--- config.mk ---
export PLATFORM = sky130hd
export DESIGN_NAME = aes_key_expand
export DESIGN_NICKNAME = d
export VERILOG_FILES = /design/src/rtl/aes_key_expand.sv
export SDC_FILE = /design/constraint.sdc
export NUM_CORES = 2
export LEC_CHECK = 0
export BUFFER_PORTS_ARGS = -buffer_cell sky130_fd_sc_hd__buf_2
export CORE_MARGIN = 2
export CORE_UTILIZATION = 62
export DETAILED_ROUTE_END_ITERATION = 8
export HOLD_SLACK_MARGIN = 0.06
export PLACE_DENSITY_LB_ADDON = 0.25
export REMOVE_ABC_BUFFERS = 1
export SYNTH_ARGS = -nofsm -noshare
export SYNTH_HDL_FRONTEND = slang
export SYNTH_SLANG_ARGS = --single-unit
--- constraint.sdc ---
create_clock -name clk -period 3.2 [get_ports clk]
set_input_delay 0.64 -clock clk [delete_from_list [all_inputs] [get_ports clk]]
set_output_delay 0.64 -clock clk [all_outputs]
set_load 0.05 [all_outputs]
--- src/rtl/aes_key_expand.sv ---
`default_nettype none
// ============================================================================
// Module      : aes_key_expand
// Description : AES-128 key schedule engine. Produces round keys 0..10, one
//               per cycle, using an external S-box, and holds them for reads.
// Revision    : 1.0 - initial release
// ============================================================================
module aes_key_expand (
    input  logic         clk,
    input  logic         reset_n,
    input  logic         init,
    input  logic [127:0] key,
    input  logic [3:0]   round,
    output logic [127:0] round_key,
    output logic         ready,
    output logic [31:0]  sboxw,
    input  logic [31:0]  new_sboxw
);

    localparam int unsigned C_NUM_KEYS   = 11;
    localparam logic [3:0]  C_LAST_ROUND = 4'd10;
    localparam logic [7:0]  C_RCON_INIT  = 8'h01;

    typedef enum logic [0:0] {
        IDLE = 1'b0,
        GEN  = 1'b1
    } state_t;

    state_t         state_q, state_d;
    logic [127:0]   key_mem_q [0:C_NUM_KEYS-1];
    logic [127:0]   prev_key_q, prev_key_d;
    logic [7:0]     rcon_q, rcon_d;
    logic [3:0]     round_ctr_q, round_ctr_d;
    logic           ready_q, ready_d;

    logic           w_mem_we;
    logic [3:0]     w_mem_waddr;
    logic [127:0]   w_mem_wdata;

    logic [31:0]    w_t;
    logic [31:0]    w_n0, w_n1, w_n2, w_n3;
    logic [127:0]   w_nk;
    logic [7:0]     w_rcon_next;

    // The S-box output is rotated after substitution; byte-wise SubWord
    // commutes with RotWord, so this matches the reference ordering.
    assign w_t  = {new_sboxw[23:0], new_sboxw[31:24]} ^ {rcon_q, 24'h000000};
    assign w_n0 = prev_key_q[127:96] ^ w_t;
    assign w_n1 = prev_key_q[95:64]  ^ w_n0;
    assign w_n2 = prev_key_q[63:32]  ^ w_n1;
    assign w_n3 = prev_key_q[31:0]   ^ w_n2;
    assign w_nk = {w_n0, w_n1, w_n2, w_n3};

    assign w_rcon_next = {rcon_q[6:0], 1'b0} ^ (rcon_q[7] ? 8'h1b : 8'h00);

    assign sboxw = prev_key_q[31:0];
    assign ready = ready_q;

    always_comb begin
        state_d     = state_q;
        prev_key_d  = prev_key_q;
        rcon_d      = rcon_q;
        round_ctr_d = round_ctr_q;
        ready_d     = ready_q;
        w_mem_we    = 1'b0;
        w_mem_waddr = 4'd0;
        w_mem_wdata = w_nk;

        case (state_q)
            IDLE: begin
                if (init) begin
                    w_mem_we    = 1'b1;
                    w_mem_waddr = 4'd0;
                    w_mem_wdata = key;
                    prev_key_d  = key;
                    rcon_d      = C_RCON_INIT;
                    round_ctr_d = 4'd1;
                    ready_d     = 1'b0;
                    state_d     = GEN;
                end
            end
            GEN: begin
                w_mem_we    = 1'b1;
                w_mem_waddr = round_ctr_q;
                w_mem_wdata = w_nk;
                prev_key_d  = w_nk;
                rcon_d      = w_rcon_next;
                round_ctr_d = round_ctr_q + 4'd1;
                if (round_ctr_q == C_LAST_ROUND) begin
                    state_d = IDLE;
                    ready_d = 1'b1;
                end
            end
            default: begin
                state_d = IDLE;
            end
        endcase
    end

    always_ff @(posedge clk or negedge reset_n) begin
        if (!reset_n) begin
            state_q     <= IDLE;
            prev_key_q  <= '0;
            rcon_q      <= C_RCON_INIT;
            round_ctr_q <= 4'd0;
            ready_q     <= 1'b0;
        end else begin
            state_q     <= state_d;
            prev_key_q  <= prev_key_d;
            rcon_q      <= rcon_d;
            round_ctr_q <= round_ctr_d;
            ready_q     <= ready_d;
        end
    end

    always_ff @(posedge clk or negedge reset_n) begin
        if (!reset_n) begin
            for (int i = 0; i < C_NUM_KEYS; i++) begin
                key_mem_q[i] <= '0;
            end
        end else if (w_mem_we) begin
            for (int i = 0; i < C_NUM_KEYS; i++) begin
                if (w_mem_waddr == i[3:0]) begin
                    key_mem_q[i] <= w_mem_wdata;
                end
            end
        end
    end

    // Indices 11..15 have no storage behind them and read as zero.
    always_comb begin
        round_key = '0;
        for (int i = 0; i < C_NUM_KEYS; i++) begin
            if (round == i[3:0]) begin
                round_key = key_mem_q[i];
            end
        end
    end

endmodule
`default_nettype wire
* After elaboration in Yosys (flattened, before gate mapping)
Cells that the tools add are included.
Word-level totals: bits in registers 1550, word-level logic and storage cells 89, output and inout bits 161, bits of input ports 167
Cells by class: reduce and logical (&&, ||, !) cells 14, add/subtract/negate cells 1, bitwise operators 7, muxes and demuxes 28, equality and inequality tests 23
Operators with widths (count):
- $mux 128 | 13
- $pmux 128 s2 | 2
- $xor 32x32->32 | 5
- $eq 4x3->1 const B | 8
- $eq 4x4->1 const B | 7
- $reduce_and 2->1 | 12
- $eq 4x2->1 const B | 4
- $pmux 4 s2 | 2
- $pmux 8 s2 | 1
- $eq 4x1->1 const B | 2
- $logic_not 4->1 | 2
- $mux 8 | 1
- $xor 8x5->8 | 1
- $pmux 1 s2 | 3
- $mux 5 | 1
- $add 4x1->4 const B | 1
- $mux 1 | 4
- $mux 4 | 1
- $ne 2x1->1 const B | 1
- $ne 2x2->1 const B | 1
- $not 1->1 | 1

* Longest topological paths before layout
word-level depth 12, depth in mapped cells 10, depth with buffers taken out 5

* Worst setup path before layout
No wires, ideal clock.
kind input port to output port, start point in round[1], end point out round_key[0], setup slack -276 ps, stages on the path 10, arrival 2836 ps, buffers on the path 5, data required time 2560 ps, cell sequence buf_6 buf_6 buf_4 buf_4 buf_2 o21ai_0 a21oi_1 a21oi_1 o21a_1 o21ai_0
Between the ends: longest elaborated chain between the ends 12, elaborated cells on any way between the ends 22, classes of those cells 10 x eq/ne; 11 x mux; 1 x reduce/logical
Ends and longest elaborated chain:
- start, declared | line 13 | input logic [3:0] round,
- $logic_not 4->1 | line 134 | if (round == i[3:0]) begin
- $mux 128 (10 in a row) | line 134
- $mux 128 (*) | line 134
- end, declared | line 14 | output logic [127:0] round_key,
Mark *: on every way between the ends. The rest lies on a longest branch, timed or not.

* Final worst setup path
start point in round[1], end point out round_key[77]
The elaborated chain is that of the path after synthesis.

==> flow_results.org <==
** Run status
- Outcome :: finished, violations left
- Failing checks :: negative setup slack

** Yosys
- Number of enable flip-flop cells after synthesis :: 0
- In this run, synthesis produced a sequential element count of 1550.
- Yosys mapped the design onto 62 distinct sky130hd cell types.
- The biggest area contributor in the post-synthesis netlist is sky130_fd_sc_hd__dfrtp_1.
- The Yosys step of the flow raised 0 warnings.
- After synthesis the cells add up to 72300 um2.
- Dominant register cell in the synthesized netlist :: sky130_fd_sc_hd__dfrtp_1
- Number of instances in the synthesized netlist :: 7802
- Leading cell types by total area after synthesis :: sky130_fd_sc_hd__dfrtp_1 (54%), sky130_fd_sc_hd__o21ai_0 (11%), sky130_fd_sc_hd__nand2_1 (7.8%)
- Of the post-synthesis cell area, the dominant cell type holds 0.536.
- Portion of the post-synthesis area used by sequential elements :: 0.536
- Mean instance size in the synthesized netlist :: 9.27 um2
- Share of synthesized registers carrying an async set or reset :: 1.00

** Detailed routing
- DR vias/cell :: 6.60
- Final wirelength :: 233000 um
- In this run, the number of DRC markers left after iteration 0 of detailed routing was 7761.
- Drt pass-1 iters :: 8
- After detailed routing, the average wire length per cell comes to 24.5 um.
- The count of nets left with antenna violations once routing finished came out at 0.
- For this run, design rule violations remaining after detail routing come to 0.
- Number of vias in the routed layout :: 62.8k

** Power and ir drop
- For this design the ratio of total power to cell area is 1170 nW/um2.
- Across the VDD grid, the largest voltage drop is 1.36 mV.
- In this run the static leakage power is 38.3 nW.

** STA
- Maximum achievable frequency :: 0.311 GHz
- Crit path time final :: 3.22 ns
- RSZ-0062 raised after global routing :: true
- Setup violations remaining at the end of the flow were counted as 2.
- Final TNS setup :: -0.0281 ns
- Once routing completed, OpenROAD measured the worst setup slack at -0.0170 ns.
- In the finished design, the share of the clock period the worst path needs comes to 1.01.
- The number of pins with negative max-slew slack in the final report is 0.
- Final count of hold timing violations :: 0
- Clock skew on the completed layout was measured at 0.0241 ns.
- Hold timing on the final database bottoms out at a slack of 0.147 ns.
- At the pin with the least slew margin, the transition time is 1.45 ns.
- Worst slew margin :: 0.0227

** Setup path
- Tracing the worst setup path back leads to its startpoint at round[1].
- R2R cell count :: 5
- Critical-path maximum fanout :: 11
- Startpoint types :: input port
- R2R Path Start :: state_q
- For the worst setup path, the data required time is 2.56 ns.
- The critical path in this run is classified as in -> out.
- STA classifies the critical path endpoint as an output port.
- Data arrival time of the critical path :: 2.58 ns

** Placed design
- Once placement finished, the instance area stood at 77800 um2.
- Before CTS, the worst setup slack after placement is -0.0859 ns.
- After legalization and detailed placement, the total HPWL measured 140000 um.
- Routability-driven placement finished with a final weighted congestion of 0.862.
- Count of input and output buffers :: 327

** Floorplan
- The die covers 119000 um2.
- Die width :: 346 um
- 328 I/O pins were placed.
- The initialized floorplan defines 125 standard-cell rows.
- Starting density of the core :: 0.624
- Core outline area :: 116000 um2
- The die is 346 um tall.

** Global route
- The first global-routing pass estimated 360000 um of wire.
- After global routing the overflow that remains totals 0.
- Entering global routing, the biggest net connects 208 pins.
- Number of antenna violations at the first check in global routing :: 3
- Vias in the first global route :: 62.0k
- In the global route stage, overall resource usage came out at 0.387.

** Clock tree
- Clock tree root buffer cell :: sky130_fd_sc_hd__clkbuf_16
- Clock-pin slew was measured on the worst setup and hold paths at 0.06 ns.
- The tree built by TritonCTS fans out to 1550 sinks.
- TritonCTS built the clock tree.
- Number of H-tree branching levels :: 4
- TritonCTS buffer count :: 160
- Max Root-Sink Buffers :: 3
- Clock latency reported for the late side of the worst-skew pair :: 0.78 ns

** Final layout
- Share of cells above drive strength 1 :: 0.140
- The finished cells cover 83700 um2.
- Area growth from synthesis to layout :: 15.7%
- Number of filler cells placed in the layout :: 8175
- After the last flow step, the layout net total stands at 8039.

** Job
- Across the run, the number of max-cap violations was 0.

** Worst hold path
- In this run the most critical hold path is launched from key[99].
- The worst hold path was traced through 3 stages.
- In this run the worst hold path is classified as in -> reg.
## report_power, final
group | total [mW] | internal [mW] | switching [mW]
Combinational | 43.0 | 14.3 | 28.7
Clock | 19.2 | 11.3 | 7.84
Sequential | 36.1 | 29.9 | 6.12
Total | 98.2 | 55.5 | 42.6
## flip-flops by register name (all words and copies together) (netlist names)
name	cells
key_mem_q	1408
prev_key_q	128
rcon_q	8
round_ctr_q	4
ready	1
state_q	1
## metal layers
layer  up-vias  routed length [um]  track usage
li1      27500                   -            -
met1     30600               89000        0.520
met2      3908              105000        0.588
met3       764               27300       0.0974
met4         4               12000        0.198
met5         -                  60            0
## worst paths after layout
kind,endpoint,slack (ns)
max in group asynchronous,key_mem_q[97],1.51
max,round_key[77],-0.02
max reg2reg,key_mem_q[1053],0.26
min,prev_key_q[99],0.15
min reg2reg,key_mem_q[1376],0.47
min in group asynchronous,prev_key_q[117],0.50
## critical path: stages
cell,delay [ns]
sky130_fd_sc_hd__buf_8,0.14
sky130_fd_sc_hd__buf_12,0.15
sky130_fd_sc_hd__or2_4,0.35
sky130_fd_sc_hd__nor2_2,0.17
sky130_fd_sc_hd__buf_12,0.18
sky130_fd_sc_hd__buf_12,0.15
sky130_fd_sc_hd__a22oi_1,0.07
sky130_fd_sc_hd__o21a_1,0.12
sky130_fd_sc_hd__o21ai_1,0.26
sky130_fd_sc_hd__buf_2,0.32
## synthesized netlist by cell type (56+ instances only)
library cell,instances
sky130_fd_sc_hd__o21ai_0,1522
sky130_fd_sc_hd__dfrtp_1,1549
sky130_fd_sc_hd__o221ai_1,65
sky130_fd_sc_hd__nor2b_1,126
sky130_fd_sc_hd__a22oi_1,114
sky130_fd_sc_hd__buf_2,149
sky130_fd_sc_hd__a221o_1,73
sky130_fd_sc_hd__nor2_1,366
sky130_fd_sc_hd__xnor2_1,70
sky130_fd_sc_hd__clkbuf_1,565
sky130_fd_sc_hd__mux2i_1,90
sky130_fd_sc_hd__a21o_1,66
sky130_fd_sc_hd__a221oi_1,56
sky130_fd_sc_hd__a21oi_1,624
sky130_fd_sc_hd__o21ai_1,65
sky130_fd_sc_hd__o22ai_1,96
sky130_fd_sc_hd__nand2_1,1499
sky130_fd_sc_hd__a222oi_1,65
sky130_fd_sc_hd__a211oi_1,116
## cell usage in the layout (no fill, tap or decap), types with 11 or more instances in the layout
cell type	count
sky130_fd_sc_hd__clkbuf_8	31
sky130_fd_sc_hd__o21a_1	44
sky130_fd_sc_hd__buf_4	258
sky130_fd_sc_hd__a222oi_1	65
sky130_fd_sc_hd__a21o_1	65
sky130_fd_sc_hd__o22ai_1	95
sky130_fd_sc_hd__xor3_1	11
sky130_fd_sc_hd__xnor3_1	32
sky130_fd_sc_hd__o21ai_1	67
sky130_fd_sc_hd__clkinv_2	17
sky130_fd_sc_hd__xnor2_1	70
sky130_fd_sc_hd__mux2_2	55
sky130_fd_sc_hd__a2bb2oi_1	40
sky130_fd_sc_hd__buf_6	24
sky130_fd_sc_hd__buf_12	175
sky130_fd_sc_hd__a221oi_1	55
sky130_fd_sc_hd__clkbuf_1	40
sky130_fd_sc_hd__a221o_1	70
sky130_fd_sc_hd__nand2b_1	45
sky130_fd_sc_hd__xor2_1	33
sky130_fd_sc_hd__nand2_1	1493
sky130_fd_sc_hd__dfrtp_1	1548
sky130_fd_sc_hd__a21oi_2	24
sky130_fd_sc_hd__mux2i_1	90
sky130_fd_sc_hd__o221ai_1	64
sky130_fd_sc_hd__bufinv_16	14
sky130_fd_sc_hd__nor2b_1	121
sky130_fd_sc_hd__a21oi_1	619
sky130_fd_sc_hd__clkbuf_16	169
sky130_fd_sc_hd__nor2_1	359
sky130_fd_sc_hd__a211oi_1	116
sky130_fd_sc_hd__a211o_1	22
sky130_fd_sc_hd__buf_2	247
sky130_fd_sc_hd__a22oi_1	114
sky130_fd_sc_hd__o21ai_0	1517
sky130_fd_sc_hd__a22o_1	19
## layout make-up
class                   count  area (um2)  share of cell area
diodes                      2        5.00           0.0000598
clock buffers             237        4730              0.0565
clock inverters            39         598             0.00715
inverters                  12        50.0            0.000598
multi-input cells        5427       30400               0.363
flip-flops and latches   1550       38800               0.464
well taps                1524        1910              0.0228
repair buffers            719        7210              0.0862
## logic make-up (layout without fill, tap and decap cells)
group / after synthesis / after routing / share of synthesized area
adder cells (fa/ha/maj): 2 / 2 / 0.000346
multiplexers: 153 / 153 / 0.0235
XOR/XNOR: 154 / 154 / 0.0287
flip-flops: 1550 / 1550 / 0.536
AND/OR/NAND/NOR: 2073 / 2073 / 0.115
other: 0 / 2 / 0
AO/OA/AOI/OAI: 3045 / 3045 / 0.247
buffers and inverters: 825 / 1007 / 0.0490
## through the flow
step	util	total power, mW	std cells
6_report	0.722	98.2	9510
5_1_grt	0.722	104	9508
4_1_cts	0.718	97.1	9501
3_5_place_dp	0.672	77.7	9221
3_3_place_gp	0.672	75.5	9221
2_1_floorplan	-	62.2	6989
## what timing repair did
item,in CTS,in global routing
hold buffers,1,0
cloned,0,3
setup endpoints to repair,23,81
gates resized for setup,17,102
pin swaps,3,42
hold endpoints to repair,57,0
setup buffers,3,4
No activity file was read; power rests on OpenSTA's default activity.
